## src/rtl/intt_ctrl_if.sv

```systemverilog
// intt_ctrl_if: control and memory-sequencing bus of the INTT controller.
// master = INTT wrapper / datapath side, slave = intt_ctrl.
// Signals:
//   start                   wrapper -> ctrl, begin a transform
//   busy, done, stage       ctrl -> wrapper, progress/status
//   rd_en, rd_addr_a/b      ctrl -> RAM, operand reads
//   tw_addr                 ctrl -> ROM, inverse-twiddle read
//   bf_valid                ctrl -> butterfly, inputs valid
//   wr_en, wr_addr_a/b      ctrl -> RAM, result write-back
//   scale_mode              ctrl -> butterfly, only with INTT_SCALE_EN
interface intt_ctrl_if #(
    parameter int ADDR_W  = 8,
    parameter int STAGE_W = 4
);

    logic              start;
    logic              busy;
    logic              done;
    logic [STAGE_W-1:0] stage;
    logic              rd_en;
    logic [ADDR_W-1:0] rd_addr_a;
    logic [ADDR_W-1:0] rd_addr_b;
    logic [ADDR_W-1:0] tw_addr;
    logic              bf_valid;
    logic              wr_en;
    logic [ADDR_W-1:0] wr_addr_a;
    logic [ADDR_W-1:0] wr_addr_b;
`ifdef INTT_SCALE_EN
    logic              scale_mode;
`endif

    modport master (
        output start,
        input  busy,
        input  done,
        input  stage,
        input  rd_en,
        input  rd_addr_a,
        input  rd_addr_b,
        input  tw_addr,
        input  bf_valid,
        input  wr_en,
        input  wr_addr_a,
        input  wr_addr_b
`ifdef INTT_SCALE_EN
        , input scale_mode
`endif
    );

    modport slave (
        input  start,
        output busy,
        output done,
        output stage,
        output rd_en,
        output rd_addr_a,
        output rd_addr_b,
        output tw_addr,
        output bf_valid,
        output wr_en,
        output wr_addr_a,
        output wr_addr_b
`ifdef INTT_SCALE_EN
        , output scale_mode
`endif
    );

endinterface

```

## src/rtl/intt_ctrl.sv

```systemverilog
// intt_ctrl: in-place Gentleman-Sande INTT sequencer, one butterfly/cycle.
// Ports: clk, rst_n (async, active low), bus (intt_ctrl_if.slave).
// Per stage s: N/2 reads, then a drain of MEM_LATENCY+BF_LATENCY cycles
// so every write of stage s lands before stage s+1 reads.
// Write-back valid/addresses come from a free-running delay line.
// Optional macro INTT_SCALE_EN: extra SCALE pass multiplying by N^-1
// (ROM entry 0), flagged on bus.scale_mode.
module intt_ctrl #(
    parameter int N           = 256,
    parameter int LOG_N       = $clog2(N),
    parameter int ADDR_W      = $clog2(N),
    parameter int MEM_LATENCY = 1,
    parameter int BF_LATENCY  = 4
) (
    input logic       clk,
    input logic       rst_n,
    intt_ctrl_if.slave bus
);

    localparam int D       = MEM_LATENCY + BF_LATENCY;
    localparam int STAGE_W = $clog2(LOG_N + 1);
    localparam int J_W     = ADDR_W - 1;
    localparam int DC_W    = $clog2(D + 1);

    localparam logic [J_W-1:0]     J_LAST   = J_W'(N / 2 - 1);
    localparam logic [STAGE_W-1:0] STG_LAST = STAGE_W'(LOG_N - 1);
    localparam logic [DC_W-1:0]    D_LAST   = DC_W'(D - 1);
    localparam logic [ADDR_W:0]    N_W      = (ADDR_W + 1)'(N);

    typedef enum logic [2:0] {
        S_IDLE,
        S_RUN,
        S_DRAIN,
        S_SCALE,
        S_SDRAIN,
        S_DONE
    } state_e;

    state_e             state_q, state_d;
    logic [J_W-1:0]     j_q, j_d;
    logic [STAGE_W-1:0] s_q, s_d;
    logic [DC_W-1:0]    dc_q, dc_d;

    logic               rd_go;
    logic [ADDR_W-1:0]  ra, rb, tw;
    logic [ADDR_W-1:0]  jx, grp, idx, len;
    logic [STAGE_W-1:0] sp1;

    logic [D-1:0]       vld_q;
    logic [ADDR_W-1:0]  wa_q [D];
    logic [ADDR_W-1:0]  wb_q [D];

    // ---------------- FSM state register ----------------
    always_ff @(posedge clk or negedge rst_n) begin
        if (!rst_n) begin
            state_q <= S_IDLE;
            j_q     <= '0;
            s_q     <= '0;
            dc_q    <= '0;
        end else begin
            state_q <= state_d;
            j_q     <= j_d;
            s_q     <= s_d;
            dc_q    <= dc_d;
        end
    end

    // ---------------- FSM next state ----------------
    always_comb begin
        state_d = state_q;
        j_d     = j_q;
        s_d     = s_q;
        dc_d    = dc_q;
        unique case (state_q)
            S_IDLE: begin
                if (bus.start) begin
                    state_d = S_RUN;
                    j_d     = '0;
                    s_d     = '0;
                end
            end
            S_RUN: begin
                j_d = j_q + 1'b1;
                if (j_q == J_LAST) begin
                    state_d = S_DRAIN;
                    j_d     = '0;
                    dc_d    = '0;
                end
            end
            S_DRAIN: begin
                dc_d = dc_q + 1'b1;
                if (dc_q == D_LAST) begin
                    dc_d = '0;
                    if (s_q != STG_LAST) begin
                        s_d     = s_q + 1'b1;
                        state_d = S_RUN;
                    end else begin
`ifdef INTT_SCALE_EN
                        // Scaling pass reported as stage LOG_N
                        s_d     = STAGE_W'(LOG_N);
                        state_d = S_SCALE;
`else
                        state_d = S_DONE;
`endif
                    end
                end
            end
            S_SCALE: begin
                j_d = j_q + 1'b1;
                if (j_q == J_LAST) begin
                    state_d = S_SDRAIN;
                    j_d     = '0;
                    dc_d    = '0;
                end
            end
            S_SDRAIN: begin
                dc_d = dc_q + 1'b1;
                if (dc_q == D_LAST) begin
                    dc_d    = '0;
                    state_d = S_DONE;
                end
            end
            S_DONE: begin
                state_d = S_IDLE;
                s_d     = '0;
                j_d     = '0;
            end
            default: begin
                state_d = S_IDLE;
            end
        endcase
    end

    // ---------------- Read address generation ----------------
    // group = j>>s, idx = j&(len-1), a = group*2*len + idx.
    // Addresses are forced to 0 when no read is issued, so idle
    // outputs and the write delay line stay at 0.
    always_comb begin
        rd_go = (state_q == S_RUN) || (state_q == S_SCALE);
        jx    = {1'b0, j_q};
        sp1   = s_q + 1'b1;
        len   = ADDR_W'(1) << s_q;
        grp   = jx >> s_q;
        idx   = jx & (len - ADDR_W'(1));
        ra    = '0;
        rb    = '0;
        tw    = '0;
        if (state_q == S_RUN) begin
            ra = (grp << sp1) | idx;
            rb = ra | len;
            tw = ADDR_W'(N_W >> sp1) + grp;
        end else if (state_q == S_SCALE) begin
            ra = {j_q, 1'b0};
            rb = {j_q, 1'b1};
        end
    end

    // ---------------- Write-back delay line ----------------
    // Free-running: completes in-flight writes during DRAIN.
    always_ff @(posedge clk or negedge rst_n) begin
        if (!rst_n) begin
            vld_q <= '0;
            for (int i = 0; i < D; i++) begin
                wa_q[i] <= '0;
                wb_q[i] <= '0;
            end
        end else begin
            vld_q[0] <= rd_go;
            wa_q[0]  <= ra;
            wb_q[0]  <= rb;
            for (int i = 1; i < D; i++) begin
                vld_q[i] <= vld_q[i-1];
                wa_q[i]  <= wa_q[i-1];
                wb_q[i]  <= wb_q[i-1];
            end
        end
    end

    // ---------------- Outputs ----------------
    assign bus.busy      = (state_q != S_IDLE);
    assign bus.done      = (state_q == S_DONE);
    assign bus.stage     = s_q;
    assign bus.rd_en     = rd_go;
    assign bus.rd_addr_a = ra;
    assign bus.rd_addr_b = rb;
    assign bus.tw_addr   = tw;
    assign bus.bf_valid  = vld_q[MEM_LATENCY-1];
    assign bus.wr_en     = vld_q[D-1];
    assign bus.wr_addr_a = wa_q[D-1];
    assign bus.wr_addr_b = wb_q[D-1];
`ifdef INTT_SCALE_EN
    assign bus.scale_mode = (state_q == S_SCALE) ||
                            (state_q == S_SDRAIN);
`endif

endmodule
```

## src/flat_wrapper.sv

```systemverilog
// flat-port wrapper written by rule: the top's interface ports become plain ports
module intt_ctrl_flat 
#(
    parameter int N           = 256,
    parameter int LOG_N       = $clog2(N),
    parameter int ADDR_W      = $clog2(N),
    parameter int MEM_LATENCY = 1,
    parameter int BF_LATENCY  = 4
)
  (clk, rst_n, bus_start, bus_busy, bus_done, bus_stage, bus_rd_en, bus_rd_addr_a, bus_rd_addr_b, bus_tw_addr, bus_bf_valid, bus_wr_en, bus_wr_addr_a, bus_wr_addr_b);
  intt_ctrl_if #(.ADDR_W(ADDR_W)) bus_i ();
  input logic clk;
  input logic rst_n;
  input wire logic [$bits(bus_i.start)-1:0] bus_start;
  output wire logic [$bits(bus_i.busy)-1:0] bus_busy;
  output wire logic [$bits(bus_i.done)-1:0] bus_done;
  output wire logic [$bits(bus_i.stage)-1:0] bus_stage;
  output wire logic [$bits(bus_i.rd_en)-1:0] bus_rd_en;
  output wire logic [$bits(bus_i.rd_addr_a)-1:0] bus_rd_addr_a;
  output wire logic [$bits(bus_i.rd_addr_b)-1:0] bus_rd_addr_b;
  output wire logic [$bits(bus_i.tw_addr)-1:0] bus_tw_addr;
  output wire logic [$bits(bus_i.bf_valid)-1:0] bus_bf_valid;
  output wire logic [$bits(bus_i.wr_en)-1:0] bus_wr_en;
  output wire logic [$bits(bus_i.wr_addr_a)-1:0] bus_wr_addr_a;
  output wire logic [$bits(bus_i.wr_addr_b)-1:0] bus_wr_addr_b;
  assign bus_i.start = bus_start;
  assign bus_busy = bus_i.busy;
  assign bus_done = bus_i.done;
  assign bus_stage = bus_i.stage;
  assign bus_rd_en = bus_i.rd_en;
  assign bus_rd_addr_a = bus_i.rd_addr_a;
  assign bus_rd_addr_b = bus_i.rd_addr_b;
  assign bus_tw_addr = bus_i.tw_addr;
  assign bus_bf_valid = bus_i.bf_valid;
  assign bus_wr_en = bus_i.wr_en;
  assign bus_wr_addr_a = bus_i.wr_addr_a;
  assign bus_wr_addr_b = bus_i.wr_addr_b;
  intt_ctrl #(.N(N), .LOG_N(LOG_N), .ADDR_W(ADDR_W), .MEM_LATENCY(MEM_LATENCY), .BF_LATENCY(BF_LATENCY)) u_core (.clk(clk), .rst_n(rst_n), .bus(bus_i));
endmodule
```

## config.mk

```make
export PLATFORM = sky130hd
export DESIGN_NAME = intt_ctrl_flat
export DESIGN_NICKNAME = d
export VERILOG_FILES = /design/src/rtl/intt_ctrl_if.sv /design/src/rtl/intt_ctrl.sv /design/src/flat_wrapper.sv
export SDC_FILE = /design/constraint.sdc
export NUM_CORES = 1
export LEC_CHECK = 0
export BUFFER_PORTS_ARGS = -buffer_cell sky130_fd_sc_hd__buf_2
export CAP_MARGIN = 0
export CORE_ASPECT_RATIO = 1.5
export CORE_MARGIN = 8
export CORE_UTILIZATION = 58
export DETAILED_ROUTE_END_ITERATION = 12
export PLACE_DENSITY = 0.87
export SYNTH_ARGS = -nofsm -noshare
export SYNTH_HDL_FRONTEND = slang
export SYNTH_SLANG_ARGS = --single-unit
```

## constraint.sdc

```tcl
create_clock -name clk -period 4.7 [get_ports clk]
set_clock_uncertainty 0.15 [all_clocks]
set_input_delay 0.94 -clock clk [delete_from_list [all_inputs] [get_ports clk]]
set_output_delay 0.94 -clock clk [all_outputs]
set_load 0.02 [all_outputs]
```

==> summary.txt <==
Tmin final = 4.54 ns
initial core utilization = 0.593
number of max-cap violations = 0
Die Y-Extent = 127 um
Core Rows = 40
Synthesized Nets = 468
Worst R2R Setup Slack = 1.62 ns
GR Overflow Total = 0
worst skew pair latency = 0.34 ns
Post-CTS Setup Inserts = 0
Post-synth EDFFs = 0
number of vias per cell = 6.27
Hold Startpoint = u_core.wb_q[27]
switching pwr = 1.21 mW
cells after synthesis = 448
# hold bufs at CTS = 0
endpoint type of the worst setup path = output pin
die area = 11400 sq um
CTS resizes = 0
final hold violations = 0
Max FO, Critical Path = 9
Nets = 506
clock sink count = 102
num ports = 52
Comb pwr share = 0.330
commonest non-fill, non-tap cell in the layout = dfrtp_1
buffer depth of the longest clock path = 2
Post-synth ARST share = 1.00
Root Buffer = clkbuf_16
antenna violations before repair = 0
VDD IR max = 0.367 mV
Post-DRT Antenna Nets = 0
Critical Path RT = 3.61 ns
DR DRC count = 0
Via Count = 3738
reg2reg start = u_core.bus.stage[0]
Internal = 1.86 mW
GRT Total Usage = 0.228
fmax = 220 MHz
RePlAce Congestion = 1.01
final critical-path share of the clock period = 0.965
n_diodes = 0
status = finished clean
fraction of layout cells with a size suffix above 1 = 0.218
Setup crit start kind = flip-flop
PwrDens = 572 nW/um^2
CTS Buf Count = 9
clk slew on worst S/H paths = 0.07 ns
final WL = 12.7 mm
Syn-to-layout area delta = 12.9%
YS warnings = 0
vias in the first global route = 3763
register share of total power = 0.416
Crit Path Class = flip-flop to output pin
setup TNS = 0 ns
commonest non-fill, non-tap cells in the layout = dfrtp_1, buf_2, nand2_1, o21ai_0, nor2_1
die width = 89.9 um
Slew headroom = 0.307
Detail Placement HPWL = 8.85 mm
dpl cells = 580
RSZ-0062 raised after global routing = false
Fillers = 617
IO buf count = 51
largest net degree at the start of global routing = 85
final setup fails = 0
first-pass GRT wire length = 20.2 mm
Hold Crit Class = flip-flop to flip-flop
H-tree depth = 3
post-synth cell types = 65
Sw Ratio = 0.394
Slew @ Worst Pin = 1.04 ns
Avg Cell Area, Syn = 10.6 sq um
pins over their slew limit = 0
sequential area share after synthesis = 0.537
Routed WL per cell = 21.3 um
Starting DRT DRC Count = 329
critical path data arrival time = 3.45 ns
Core Area = 8010 sq um
synthesized area = 4750 sq um
Leak = 2.63 nW
fin cells = 596
clock power share = 0.253
first drt pass iteration count = 5
CTS tree = built
synthesized flop and latch total = 102
ys flop type = dfrtp_1
crit path from = u_core.bus.stage[0]
critical path, stage by stage, from the launching register on:
cell     delay (ns)
dfrtp_2        0.47
mux2i_1        0.41
o22ai_1        0.23
a21oi_2        0.41
inv_1          0.09
ha_1           0.30
a21oi_1        0.14
nor2b_1        0.07
o31a_1         0.26
o41ai_1        0.32
xnor2_1        0.13
nor2_1         0.09
buf_2          0.18
cells in the mapped netlist, drive strengths merged, types with 2 or more instances:
cell	n	share of area
xor2	2	0.0037
nand2	39	0.031
o41ai	2	0.0037
ha	16	0.042
a311oi	2	0.0037
nor2b	6	0.0079
a21o	5	0.0079
xnor2	5	0.0092
o22ai	7	0.0092
and3	9	0.012
mux2i	13	0.027
dfrtp	102	0.54
o21a	4	0.0063
a221oi	2	0.0063
nand3	10	0.012
a21oi	19	0.022
or3	3	0.0039
inv	21	0.017
nor3	19	0.020
clkbuf	15	0.012
o31ai	4	0.0074
nand2b	6	0.0079
a211oi	4	0.0063
o311ai	3	0.0071
or2	4	0.0053
o32ai	2	0.0068
o221ai	2	0.0037
nor2	24	0.019
and2	5	0.0066
mux2	2	0.0047
o31a	2	0.0037
a31oi	4	0.0053
o21ai	35	0.037
o211ai	2	0.0032
buf	27	0.040
a21boi	3	0.0047
path summary, 6_finish.rpt:
| path | end | cells after the start |
|---|---|---|
| max in group asynchronous | u_core.wa_q[20] | 2 |
| worst max-delay path | bus_tw_addr[7] | 12 |
| worst min-delay path | u_core.wb_q[19] | 0 |
| worst max register to register | u_core.wb_q[32] | 7 |
| min in group asynchronous | u_core.bus.wr_addr_b[0] | 1 |
| worst min register to register | u_core.wb_q[19] | 0 |
power by group through the flow:
stage | registers, mW | logic (mW) | clock network (mW)
2_1_floorplan | 1.21 | 0.737 | 0
3_3_place_gp | 1.26 | 0.971 | 0
3_5_place_dp | 1.28 | 0.993 | 0
4_1_cts | 1.28 | 0.998 | 0.791
5_1_grt | 1.31 | 1.09 | 0.829
6_report | 1.28 | 1.01 | 0.777
cells by family (layout without fill, tap and decap cells):
group | Yosys count | after routing | synth area share
fa+ha+maj | 17 | 17 | 0.0463
xor+xnor | 7 | 7 | 0.0129
mux | 16 | 16 | 0.0369
buf+inv | 63 | 106 | 0.0687
flops | 102 | 102 | 0.537
simple gates | 132 | 132 | 0.137
compound gates | 111 | 111 | 0.161
routing by layer:
metal | up-vias | GRT usage | share of wire
met5 | - | 0 | 0
met4 | 0 | 0.145 | 0.063
met3 | 61 | 0.0655 | 0.094
met2 | 259 | 0.380 | 0.48
met1 | 1781 | 0.249 | 0.36
li1 | 1637 | - | -
cell type report:
cell class              count  area, sq um  area share
repair buffers             69          397      0.0739
flip-flops and latches    102         2560       0.476
well taps                 105          131      0.0245
multi-input cells         283         1890       0.351
clock inverters             7         92.6      0.0173
clock buffers               9          225      0.0420
inverters                  21         78.8      0.0147
sequential cells by signal (all words and copies together), names as in the netlist:
signal,count
u_core.state_q,3
u_core.wa_q,32
u_core.j_q,7
u_core.wb_q,32
u_core.bus.stage,4
u_core.dc_q,3
u_core.vld_q,5
u_core.bus.wr_addr_b,8
u_core.bus.wr_addr_a,8
through the flow:
step / utilization / power (mW) / setup WS, ns / hold slack (ns) / cell area (sq um)
2_1_floorplan: - / 1.95 / 0.449 / 0.181 / 4750
3_3_place_gp: 0.628 / 2.23 / 0.546 / 0.182 / 5030
3_5_place_dp: 0.628 / 2.28 / 0.450 / 0.185 / 5030
4_1_cts: 0.668 / 3.07 / 0.0633 / 0.201 / 5350
5_1_grt: 0.670 / 3.23 / 0.0186 / 0.207 / 5370
6_report: 0.670 / 3.07 / 0.164 / 0.198 / 5370
Note: power is estimated with default switching activity, not from simulation.
